--- src/rtl/md_pkg.sv ---
// md_pkg: shared pair packing, empty-slot constant and arbiter state encoding.
//   PAIR_W    : full pair width (neighbor + reference)
//   PART_W    : width of one half (neighbor or reference)
//   EMPTY_BIT : position of the empty flag inside a half
package md_pkg;
    localparam int PAIR_W = 194;
    localparam int PART_W = 97;
    localparam int EMPTY_BIT = 96;

    typedef struct packed {
        logic [PART_W-1:0] nbr;
        logic [PART_W-1:0] ref_part;
    } pair_t;

    // Both halves flagged empty, payload zero.
    localparam pair_t EMPTY_PAIR = pair_t'({1'b1, {(PART_W-1){1'b0}}, 1'b1, {(PART_W-1){1'b0}}});

    typedef enum logic [1:0] {ST_IDLE, ST_RUN, ST_DRAIN, ST_FIN} arb_state_t;
endpackage

--- src/rtl/rr_grant.sv ---
// rr_grant: combinational round-robin grant over N eligible requesters.
//   eligible : requesters that may be granted this cycle
//   ptr      : last granted index; search starts at ptr+1
//   grant    : one-hot grant
//   idx      : encoded index of the grant
//   any      : a grant was issued
module rr_grant #(
    parameter int N = 4
) (
    input  logic [N-1:0]         eligible,
    input  logic [$clog2(N)-1:0] ptr,
    output logic [N-1:0]         grant,
    output logic [$clog2(N)-1:0] idx,
    output logic                 any
);
    localparam int IW = $clog2(N);

    logic [IW-1:0] c;

    always_comb begin
        grant = '0;
        idx = '0;
        any = 1'b0;
        c = '0;
        for (int k = 1; k <= N; k++) begin
            c = IW'((int'(ptr) + k) % N);
            if (!any && eligible[c]) begin
                any = 1'b1;
                idx = c;
            end
        end
        grant[idx] = any;
    end
endmodule

--- src/rtl/pair_arbiter.sv ---
// pair_arbiter: round-robin scheduler feeding one force pipeline from NUM_REQ pair sources.
//   clk, reset   : clock, synchronous active-low reset
//   start        : begin a run (honoured in IDLE only)
//   req_valid    : requester i presents a pair
//   req_pair     : NUM_REQ packed pairs, slice i at [PAIR_W*i +: PAIR_W]
//   req_done     : requester i has no further pairs this run
//   req_ready    : one-hot combinational grant
//   pipe_in      : registered pipeline input, empty pair when nothing granted
//   busy         : high in RUN and DRAIN
//   done         : one-cycle pulse once the pipeline has drained
//   pairs_issued : saturating count of pairs transferred this run
module pair_arbiter
    import md_pkg::*;
#(
    parameter int NUM_REQ  = 4,
    parameter int PIPE_LAT = 20,
    parameter int CNT_W    = 32
) (
    input  logic                      clk,
    input  logic                      reset,
    input  logic                      start,
    input  logic [NUM_REQ-1:0]        req_valid,
    input  logic [NUM_REQ*PAIR_W-1:0] req_pair,
    input  logic [NUM_REQ-1:0]        req_done,
    output logic [NUM_REQ-1:0]        req_ready,
    output logic [PAIR_W-1:0]         pipe_in,
    output logic                      busy,
    output logic                      done,
    output logic [CNT_W-1:0]          pairs_issued
);
    localparam int IW = $clog2(NUM_REQ);
    localparam int DW = $clog2(PIPE_LAT + 1);

    arb_state_t         state, state_nxt;
    logic [NUM_REQ-1:0] fin, fin_nxt, eligible, grant;
    logic [IW-1:0]      rr, gnt_idx;
    logic               gnt_any, all_fin;
    logic [DW-1:0]      drain_cnt;

    always_comb begin
        eligible = (state == ST_RUN) ? (req_valid & ~fin) : '0;
        // A requester still presenting a pair is not finished even if done is high.
        fin_nxt = fin | (req_done & ~req_valid);
        all_fin = &fin_nxt;
        state_nxt = state;
        case (state)
            ST_IDLE:  state_nxt = start ? ST_RUN : ST_IDLE;
            ST_RUN:   state_nxt = all_fin ? ST_DRAIN : ST_RUN;
            ST_DRAIN: state_nxt = (drain_cnt == '0) ? ST_FIN : ST_DRAIN;
            default:  state_nxt = ST_IDLE;
        endcase
    end

    rr_grant #(.N(NUM_REQ)) u_rr (
        .eligible(eligible),
        .ptr(rr),
        .grant(grant),
        .idx(gnt_idx),
        .any(gnt_any)
    );

    assign req_ready = grant;
    assign busy = (state == ST_RUN) || (state == ST_DRAIN);
    assign done = (state == ST_FIN);

    always_ff @(posedge clk) begin
        if (!reset) begin
            state <= ST_IDLE;
            pipe_in <= EMPTY_PAIR;
            pairs_issued <= '0;
            fin <= '0;
            rr <= IW'(NUM_REQ - 1);
            drain_cnt <= '0;
        end else begin
            state <= state_nxt;
            pipe_in <= gnt_any ? req_pair[gnt_idx*PAIR_W +: PAIR_W] : EMPTY_PAIR;
            case (state)
                ST_IDLE: begin
                    if (start) begin
                        pairs_issued <= '0;
                        fin <= '0;
                        rr <= IW'(NUM_REQ - 1);
                    end
                end
                ST_RUN: begin
                    fin <= fin_nxt;
                    if (gnt_any) begin
                        rr <= gnt_idx;
                        pairs_issued <= (&pairs_issued) ? pairs_issued : pairs_issued + 1'b1;
                    end
                    if (all_fin)
                        drain_cnt <= DW'(PIPE_LAT - 1);
                end
                ST_DRAIN: drain_cnt <= drain_cnt - 1'b1;
                default: ;
            endcase
        end
    end
endmodule
--- config.mk ---
export PLATFORM = sky130hd
export DESIGN_NAME = pair_arbiter
export DESIGN_NICKNAME = d
export VERILOG_FILES = /design/src/rtl/md_pkg.sv /design/src/rtl/rr_grant.sv /design/src/rtl/pair_arbiter.sv
export SDC_FILE = /design/constraint.sdc
export NUM_CORES = 1
export LEC_CHECK = 0
export CORE_AREA = 2 2 398 400
export DETAILED_ROUTE_END_ITERATION = 6
export DIE_AREA = 0 0 400 402
export MAX_ROUTING_LAYER = met4
export PLACE_DENSITY_LB_ADDON = 0.1
export REMOVE_ABC_BUFFERS = 1
export SLEW_MARGIN = 10
export SYNTH_ARGS = -nofsm -noshare
export SYNTH_HDL_FRONTEND = slang
export SYNTH_SLANG_ARGS = --single-unit
--- constraint.sdc ---
create_clock -name clk -period 3.25 [get_ports clk]
set_input_delay 0.4875 -clock clk [delete_from_list [all_inputs] [get_ports clk]]
set_output_delay 0.4875 -clock clk [all_outputs]
set_load 0.01 [all_outputs]
==> results of run 1 <==
-- timing repair --
action,in CTS,in global routing
endpoints found under the setup margin,7,6
endpoints found under the hold margin,0,0
buffers inserted,2,0
resized for setup,24,9
hold buffers,0,0
pin swaps,2,0
-- worst max-delay path by stage --
stage | start | to | slack [ns] | depth (start not counted)
after floorplan | state[1] | pipe_in[193] | -28.25 | 7
after global placement | req_valid[1] | pipe_in[103] | -0.58 | 11
after detailed placement | req_valid[1] | pipe_in[103] | -0.50 | 11
after CTS | state[1] | req_ready[0] | 0.02 | 9
after global routing | state[1] | req_ready[2] | -0.08 | 10
final | req_valid[2] | req_ready[2] | 0.08 | 9
-- cell usage after synthesis, drive strengths merged, types with 15 or more instances --
master / n
nand2: 25
o22ai: 201
nand4: 15
clkbuf: 21
buf: 86
nand3: 24
nor2: 28
dfxtp: 239
a21oi: 26
o21ai: 18
nor2b: 16
mux2i: 385
-- routing by layer --
metal / track usage [%] / part of all wire, %
met5: - / 0
met4: 3.52 / 2.1
met3: 5.30 / 9.6
met2: 23.1 / 54
met1: 11.3 / 34
-- cells by family (layout without fill, tap and decap cells) --
group,count (synthesis),after routing,share of synthesized area [%]
mux,389,389,31.3
compound gates,288,288,14.9
flops,239,239,38.4
simple gates,172,172,8.06
buf+inv,119,1234,5.54
xor+xnor,11,11,0.774
fa+ha+maj,9,9,0.905
other cells,0,47,0
-- sequential cells by signal (all words and copies together), names as in the netlist --
signal	flops
pipe_in	194
fin	4
state	2
rr	2
pairs_issued	32
drain_cnt	5
-- final cells by class --
| type | count | share of cell area, % |
|---|---|---|
| Multi-Input combinational cell | 869 | 25.9 |
| Antenna cell | 47 | 0.430 |
| Tap cell | 2072 | 9.48 |
| Sequential cell | 239 | 17.5 |
| Timing Repair Buffer | 1149 | 41.7 |
| Clock buffer | 65 | 4.56 |
| Clock inverter | 8 | 0.197 |
| Inverter | 12 | 0.165 |
-- power groups by stage --
stage	sequential, mW	combinational, mW	clock (mW)
global route	3.22	3.67	4.77
detailed placement	3.26	3.49	0
CTS	3.21	3.51	4.72
global placement	3.27	3.47	0
floorplan	3.32	1.82	0
finish	3.20	3.42	4.42
-- critical path: cells and delay by family --
family	cells	cell delay [ns]
and+or+nand+nor	5	0.91
AOI/OAI and AO/OA	1	0.35
buffers and inverters	3	0.93
==> impl_metrics.py, run 1 <==
metrics = {
    "outcome": {
        "status": "complete, no violations",
    },
    "power_and_ir_drop": {
        "leakagePower_nw": 11.3,
        "intPower_mw": 7.74,
        "peakVddDrop_v": 0.000302,
        "power_frac_comb_pct": 31.0,
        "p_switching_mw": 3.30,
        "pwr-share-clk_pct": 40.0,
        "seqPwrFrac_pct": 29.0,
        "swShare_pct": 29.9,
        "power.total_mw": 11.0,
        "power_per_cell_area_nw_per_um2": 404,
    },
    "clock_tree": {
        "cts_tree": "done",
        "cts_inserted_buffers": 42,
        "cts_sinks": 239,
        "clk_path_buf_depth": 3,
        "insertion_delay_ns": 0.60,
        "clkTransAtPathRegs_ns": 0.06,
        "cts_root_buf": "clkbuf_16",
        "htree_levels": 2,
    },
    "sta": {
        "rsz0062_at_grt": "yes",
        "setup_slack_ns": 0.0802,
        "fin_skew_ns": 0.0318,
        "fmax_mhz": 315,
        "slew_violations": 0,
        "min_period_ns": 3.17,
        "tightest_slew_ns": 0.797,
        "hold-worst-slack_ns": 0.504,
        "slew_headroom_pct": 46.5,
        "setup_tns_ns": 0,
        "final-setup-viol-count": 0,
        "fin_crit_sh_pct": 97.5,
        "finalHoldViolations": 0,
    },
    "layout": {
        "regArea_um2": 4790,
        "design_area_um2": 27300,
        "fill_cells": 17516,
        "instances_no_fill": 4461,
        "final_cell_mix": "1014 x clkdlybuf4s50_1, 383 x mux2i_1, 237 x dfxtp_1",
        "fin_util_pct": 17.4,
        "drive_gt1_share_pct": 9.82,
        "multiInputGateArea_um2": 7080,
        "syn2layout_area_growth_pct": 120,
        "mostFrequentLayoutCell": "clkdlybuf4s50_1",
        "num-nets-final": 3109,
    },
    "routing": {
        "wl_per_cell_um": 22.8,
        "drc_errors": 0,
        "ant_nets": 0,
        "drtPass1Iterations": 5,
        "dr.first_iter.drc_count": 570,
        "vias_per_cell": 3.28,
        "routed_wl_um": 102000,
        "dr_total_vias": 14649,
    },
    "floorplan": {
        "rows": 146,
        "die_w_um": 400,
        "core_um2": 157000,
        "initial_utilization_pct": 7.92,
        "dieHeight_um": 402,
        "design.die.area_um2": 161000,
        "ios": 1019,
    },
    "logic_synthesis": {
        "synth_warnings": 0,
        "synth.area.top_cells": "dfxtp_1 38%, mux2i_1 31%, o22ai_1 9.8%",
        "synth_top_cell_by_area": "dfxtp_1",
        "seq_area_frac_synth_pct": 38.4,
        "synth_edf_count": 0,
        "synth_top_area_share_pct": 38.4,
        "async_reset_ff_share_pct": 0,
        "synth_seq_cells": 239,
        "avgSynthCellArea_um2": 10.1,
        "ys.flop_type": "dfxtp_1",
        "synthCells": 1227,
        "ys_types": 59,
        "syn-cell-area_um2": 12400,
    },
    "setup_path": {
        "reg2reg_to": "pipe_in[22]",
        "end_kind": "output pin",
        "cp_max_fo": 4,
        "worstPathRequired_ns": 2.76,
        "worstSetupPathType": "input pin to output pin",
        "slowest_stage": "clkdlybuf4s50_1",
        "path_cells": "clkdlybuf4s50_1, nand2b_1, or3_1, a211oi_1, or4_4, buf_6, nand2_2, nor2_1, clkdlybuf4s15_1",
        "r2r_start": "state[1]",
        "reg2reg_depth": 13,
        "startpoint_type": "input pin",
        "rrSetupSlack_ns": 0.23,
        "crit_arrival_ns": 2.68,
        "critPathMaxStageDelay_ns": 0.57,
    },
    "global_routing": {
        "grt_antenna_before_repair": 67,
        "track_usage_pct": 12.4,
        "overflow": 0,
        "grt_max_degree": 44,
        "grt_pass1_wl_um": 133000,
        "grt_pass1_vias": 16125,
    },
    "hold_path": {
        "hold_end": "pairs_issued[7]",
        "min_from": "pairs_issued[7]",
        "holdCritPathClass": "register to register",
        "hold_depth": 2,
    },
    "placed_design": {
        "place_congestion": 0.823,
        "dp_hpwl_um": 85500,
        "dp.cells": 4339,
        "postPlaceCellArea_um2": 25800,
        "portBuffers": 1018,
        "place_ws_ns": -0.505,
    },
    "job": {
        "cap_violations": 0,
    },
}
No activity file was read; power rests on OpenSTA's default activity.
==> run 2, diff against run 1 <==
PLACE_DENSITY_LB_ADDON = 0.05   (was 0.1)
TNS_END_PERCENT = 20   (was default)
==> impl_metrics.py, run 2 (same netlist as run 1, synthesis figures left out) <==
metrics = {
    "setup_path": {
        "reg2reg_to": "pipe_in[75]",
        "startpoint_type": "register",
        "rrSetupSlack_ns": 0.12,
        "end_kind": "output pin",
        "critPathMaxStageDelay_ns": 0.54,
        "crit_arrival_ns": 2.65,
        "endpoint": "req_ready[2]",
        "path_cells": "inv_2, ha_4, nand3b_1, nor3b_1, or4_4, buf_6, nand2_4, nor2_2, clkdlybuf4s15_2",
        "worstSetupPathType": "register to output pin",
        "crit_start": "state[1]",
        "slowest_stage": "or4_4",
        "r2r_start": "state[1]",
        "worstPathRequired_ns": 2.76,
        "reg2reg_depth": 11,
        "cp_max_fo": 4,
    },
    "clock_tree": {
        "cts_root_buf": "clkbuf_16",
        "ctsHoldBuffers": 0,
        "clk_path_buf_depth": 3,
        "htree_levels": 2,
        "clkTransAtPathRegs_ns": 0.05,
        "cts_tree": "done",
        "cts_sinks": 239,
        "cts_inserted_buffers": 43,
        "insertion_delay_ns": 0.61,
    },
    "layout": {
        "instances_no_fill": 4436,
        "design_area_um2": 27400,
        "fill_cells": 17491,
        "final_cell_mix": "1014 x clkdlybuf4s50_1, 382 x mux2i_1, 237 x dfxtp_1",
        "num-nets-final": 3091,
        "drive_gt1_share_pct": 9.50,
        "largest_register_ffs": 194,
        "top_regs": "pipe_in: 194 flops, pairs_issued: 32 flops, drain_cnt: 5 flops",
        "mostFrequentLayoutCell": "clkdlybuf4s50_1",
        "largest-register": "pipe_in",
        "syn2layout_area_growth_pct": 120,
    },
    "power_and_ir_drop": {
        "power.total_mw": 11.3,
        "power_per_cell_area_nw_per_um2": 413,
        "leakagePower_nw": 11.4,
        "peakVddDrop_v": 0.000304,
    },
    "placed_design": {
        "place_congestion": 0.839,
        "dp_hpwl_um": 97200,
        "postPlaceCellArea_um2": 25800,
        "dp.cells": 4319,
        "portBuffers": 1018,
    },
    "sta": {
        "min_period_ns": 3.13,
        "finalHoldViolations": 0,
        "tightest_slew_ns": 0.808,
        "slew_headroom_pct": 45.6,
        "rsz0062_at_grt": "yes",
        "final-setup-viol-count": 0,
        "fin_crit_sh_pct": 96.4,
        "fin_skew_ns": 0.0294,
        "hold-worst-slack_ns": 0.509,
        "slew_violations": 0,
        "fmax_mhz": 319,
    },
    "hold_path": {
        "hold_depth": 2,
        "holdCritPathClass": "register to register",
    },
    "job": {
        "cap_violations": 0,
    },
    "routing": {
        "wl_per_cell_um": 25.8,
        "routed_wl_um": 115000,
        "drtPass1Iterations": 7,
        "vias_per_cell": 3.35,
        "dr.first_iter.drc_count": 448,
        "ant_nets": 0,
        "drc_errors": 0,
        "dr_total_vias": 14855,
    },
    "floorplan": {
        "rows": 146,
        "design.die.area_um2": 161000,
        "core_um2": 157000,
        "ios": 1019,
        "initial_utilization_pct": 7.92,
        "die_w_um": 400,
        "dieHeight_um": 402,
    },
    "global_routing": {
        "grt_pass1_vias": 15968,
        "grt_max_degree": 61,
        "grt_antenna_before_repair": 93,
        "overflow": 0,
        "grt_pass1_wl_um": 148000,
        "track_usage_pct": 14.1,
    },
    "outcome": {
        "status": "complete, no violations",
    },
}
==> run 2: layout make-up <==
class                   count  area (um^2)  share of cell area [%]
clock inverters             9         60.1                   0.219
clock buffers              68         1320                    4.83
flip-flops and latches    239         4790                    17.5
multi-input cells         869         7110                    26.0
inverters                  12         45.0                   0.164
well taps                2072         2590                    9.46
repair buffers           1130        11400                    41.5
diodes                     37         92.6                   0.338
==> run 2: what timing repair did <==
action	in CTS	in global routing
setup buffers	3	0
pin swaps	3	2
resized for setup	30	16
setup endpoints to repair	26	42
==> run 2: report_power, final <==
group	switching, mW	total (mW)	internal [mW]
registers	0.0705	3.20	3.13
clock network	1.89	4.67	2.78
logic	1.46	3.45	2.00
==> run 2: metrics by stage <==
stage / TNS [ns] / setup WS [ns] / util (%)
after floorplan: -5351.71 / -28.25 / -
after global placement: -92.36 / -0.765 / 16.4
after detailed placement: -88.85 / -0.737 / 16.4
after CTS: -0.0107 / -0.0107 / 17.3
after global routing: -0.176 / -0.0354 / 17.4
final: 0 / 0.117 / 17.4
==> run 2: layer usage <==
layer	global-route usage (%)	wire length [um]	share of wire, %
met5	-	0	0
met4	2.26	2040	1.8
met3	5.53	10500	9.2
met2	26.5	62100	54
met1	13.6	39900	35
==> run 2: worst min-delay path by stage <==
| stage | slack [ns] | endpoint | start |
|---|---|---|---|
| detailed placement | 0.51 | pairs_issued[7] | pairs_issued[7] |
| global route | 0.48 | pipe_in[80] | req_pair[274] |
| floorplan | 0.48 | drain_cnt[1] | drain_cnt[1] |
| CTS | 0.45 | pipe_in[123] | req_pair[705] |
| global placement | 0.50 | pairs_issued[16] | pairs_issued[16] |
| finish | 0.51 | pairs_issued[16] | pairs_issued[16] |
==> run 2: critical path, delay by kind of cell (launching register included) <==
kind / cells / cell delay [ns]
fa+ha+maj: 1 / 0.17
buf+inv: 3 / 0.47
flops: 1 / 0.31
simple gates: 5 / 1.10
==> run 3, diff against run 2 <==
CAP_MARGIN = 20   (was default)
CORE_AREA = 2 2 397 399   (was 2 2 398 400)
DIE_AREA = 0 0 399 401   (was 0 0 400 402)
SYNTH_HIERARCHICAL = 1   (was default)
==> impl_metrics.py, run 3 <==
metrics = {
    "global_routing": {
        "grt_pass1_vias": 14779,
        "track_usage_pct": 14.2,
        "grt_max_degree": 37,
        "grt_antenna_before_repair": 129,
        "overflow": 0,
        "grt_pass1_wl_um": 146000,
    },
    "clock_tree": {
        "htree_levels": 2,
        "clkTransAtPathRegs_ns": 0.05,
        "cts_inserted_buffers": 43,
        "cts_sinks": 239,
        "cts_tree": "done",
        "ctsHoldBuffers": 0,
        "clk_path_buf_depth": 3,
        "postCtsSetupBuffers": 0,
        "cts_root_buf": "clkbuf_16",
        "insertion_delay_ns": 0.61,
    },
    "floorplan": {
        "rows": 145,
        "ios": 1019,
        "core_um2": 156000,
        "die_w_um": 399,
        "design.die.area_um2": 160000,
        "dieHeight_um": 401,
        "initial_utilization_pct": 7.93,
    },
    "outcome": {
        "status": "complete, no violations",
    },
    "logic_synthesis": {
        "avgSynthCellArea_um2": 12.6,
        "synth_seq_cells": 239,
        "ys.flop_type": "dfxtp_1",
        "synth_edf_count": 0,
        "async_reset_ff_share_pct": 0,
        "syn-cell-area_um2": 12300,
        "synth_top_cell_by_area": "dfxtp_1",
        "synthCells": 980,
        "synth_top_area_share_pct": 38.8,
        "synth_warnings": 6,
        "seq_area_frac_synth_pct": 38.8,
        "yosysMostFrequentCell": "dfxtp_1",
        "ys_types": 59,
        "synthTopCellsByCount": "239 x dfxtp_1, 199 x nor2b_1, 194 x mux4_2",
        "synth.area.top_cells": "dfxtp_1 39%, mux4_2 35%, nor2b_1 10%",
    },
    "layout": {
        "largest-register": "pipe_in",
        "final_cell_mix": "1015 x clkdlybuf4s50_1, 239 x dfxtp_1, 198 x nor2b_1",
        "mostFrequentLayoutCell": "clkdlybuf4s50_1",
        "instances_no_fill": 4206,
        "top_regs": "pipe_in: 194 flops, pairs_issued: 32 flops, drain_cnt: 5 flops",
        "drive_gt1_share_pct": 16.8,
        "fin_util_pct": 17.5,
        "largest_register_ffs": 194,
        "syn2layout_area_growth_pct": 120,
        "num-nets-final": 2828,
    },
    "routing": {
        "routed_wl_um": 114000,
        "ant_nets": 0,
        "drc_errors": 0,
        "dr.first_iter.drc_count": 583,
        "wl_per_cell_um": 27.1,
        "vias_per_cell": 3.16,
        "dr_total_vias": 13298,
        "drtPass1Iterations": 4,
    },
    "setup_path": {
        "cp_max_fo": 8,
        "startpoint_type": "register",
        "crit_arrival_ns": 2.55,
        "end_kind": "output pin",
        "rrSetupSlack_ns": 0.43,
        "worstSetupPathType": "register to output pin",
        "worstPathRequired_ns": 2.76,
    },
    "placed_design": {
        "dp_hpwl_um": 99000,
        "place_congestion": 0.809,
        "portBuffers": 1018,
        "place_ws_ns": 0.0629,
        "dp.cells": 4048,
    },
    "hold_path": {
        "holdCritPathClass": "register to register",
    },
    "sta": {
        "min_period_ns": 3.03,
        "fin_skew_ns": 0.0270,
        "setup_slack_ns": 0.215,
        "fin_crit_sh_pct": 93.4,
        "final-setup-viol-count": 0,
        "rsz0062_at_grt": "no",
        "fmax_mhz": 329,
        "tightest_slew_ns": 0.513,
        "slew_violations": 0,
        "slew_headroom_pct": 65.7,
        "finalHoldViolations": 0,
    },
    "power_and_ir_drop": {
        "peakVddDrop_v": 0.000318,
        "power_per_cell_area_nw_per_um2": 407,
        "leakagePower_nw": 8.89,
    },
    "job": {
        "cap_violations": 0,
    },
}
[run 3: changes by cell type after synthesis, sizes merged, moves of 14 or more]
| cell | before | now |
|---|---|---|
| clkbuf | 21 | 54 |
| nor2 | 28 | 42 |
| o22ai | 201 | 0 |
| nor2b | 16 | 199 |
| mux4 | 0 | 194 |
| buf | 86 | 26 |
| mux2i | 385 | 2 |
[run 3: final timing paths]
kind / cells after the start / start / end
worst max-delay path: 8 / state[1] / req_ready[0]
worst min-delay path: 2 / pairs_issued[30] / pairs_issued[30]
worst min register to register: 2 / pairs_issued[30] / pairs_issued[30]
worst max register to register: 12 / state[1] / pipe_in[178]
[run 3: worst max-delay path, stage by stage (launching register included)]
cell,delay [ns]
dfxtp_1,0.36
inv_1,0.10
ha_2,0.22
nand2_1,0.08
nor2_1,0.04
buf_4,0.17
nor2_4,0.18
o221a_2,0.23
clkdlybuf4s50_1,0.58
[run 3: kinds of logic after synthesis]
group / share of synthesized area, %
xor gates and xnor gates: 0.639
DFF: 38.8
muxes: 35.7
adders and majority gates: 0.608
AOI/OAI and AO/OA: 4.36
buffers and inverters: 3.12
and+or+nand+nor: 16.9
[run 3: power by group]
part / leakage, nW / switching, mW / internal (mW) / total, mW
registers: 1.95 / 0.0798 / 3.15 / 3.23
logic: 6.30 / 1.22 / 2.15 / 3.37
clock network: 0.638 / 1.85 / 2.61 / 4.46
total: 8.89 / 3.15 / 7.91 / 11.1
[run 3: cell type report]
cell class | count | area [um^2]
clock buffers | 65 | 1240
fillers | 17130 | 128000
clock inverters | 8 | 55.1
flip-flops and latches | 239 | 4780
repair buffers | 1090 | 11100
well taps | 2058 | 2570
multi-input cells | 650 | 7220
diodes | 85 | 213
inverters | 11 | 41.3
[run 3: metrics by stage]
stage | total power [mW] | TNS [ns] | hold slack [ns] | cell area, um^2
3_5_place_dp | 6.76 | 0 | 0.483 | 25700
3_3_place_gp | 6.77 | 0 | 0.491 | 25700
5_1_grt | 11.7 | 0 | 0.524 | 27100
4_1_cts | 11.5 | 0 | 0.490 | 27000
2_1_floorplan | 5.27 | -3388.55 | 0.460 | 12000
6_report | 11.1 | 0 | 0.490 | 27200
[run 3: repair_timing]
action,CTS,global route
gates resized for setup,5,3
cloned,0,0
setup endpoints to repair,4,2
[run 3: layer usage]
metal | vias up | wire (um) | global-route usage [%]
li1 | 5958 | - | -
met1 | 6510 | 35300 | 12.2
met2 | 663 | 62700 | 27.1
met5 | - | 0 | -
met3 | 167 | 13700 | 7.57
met4 | 0 | 2390 | 2.29
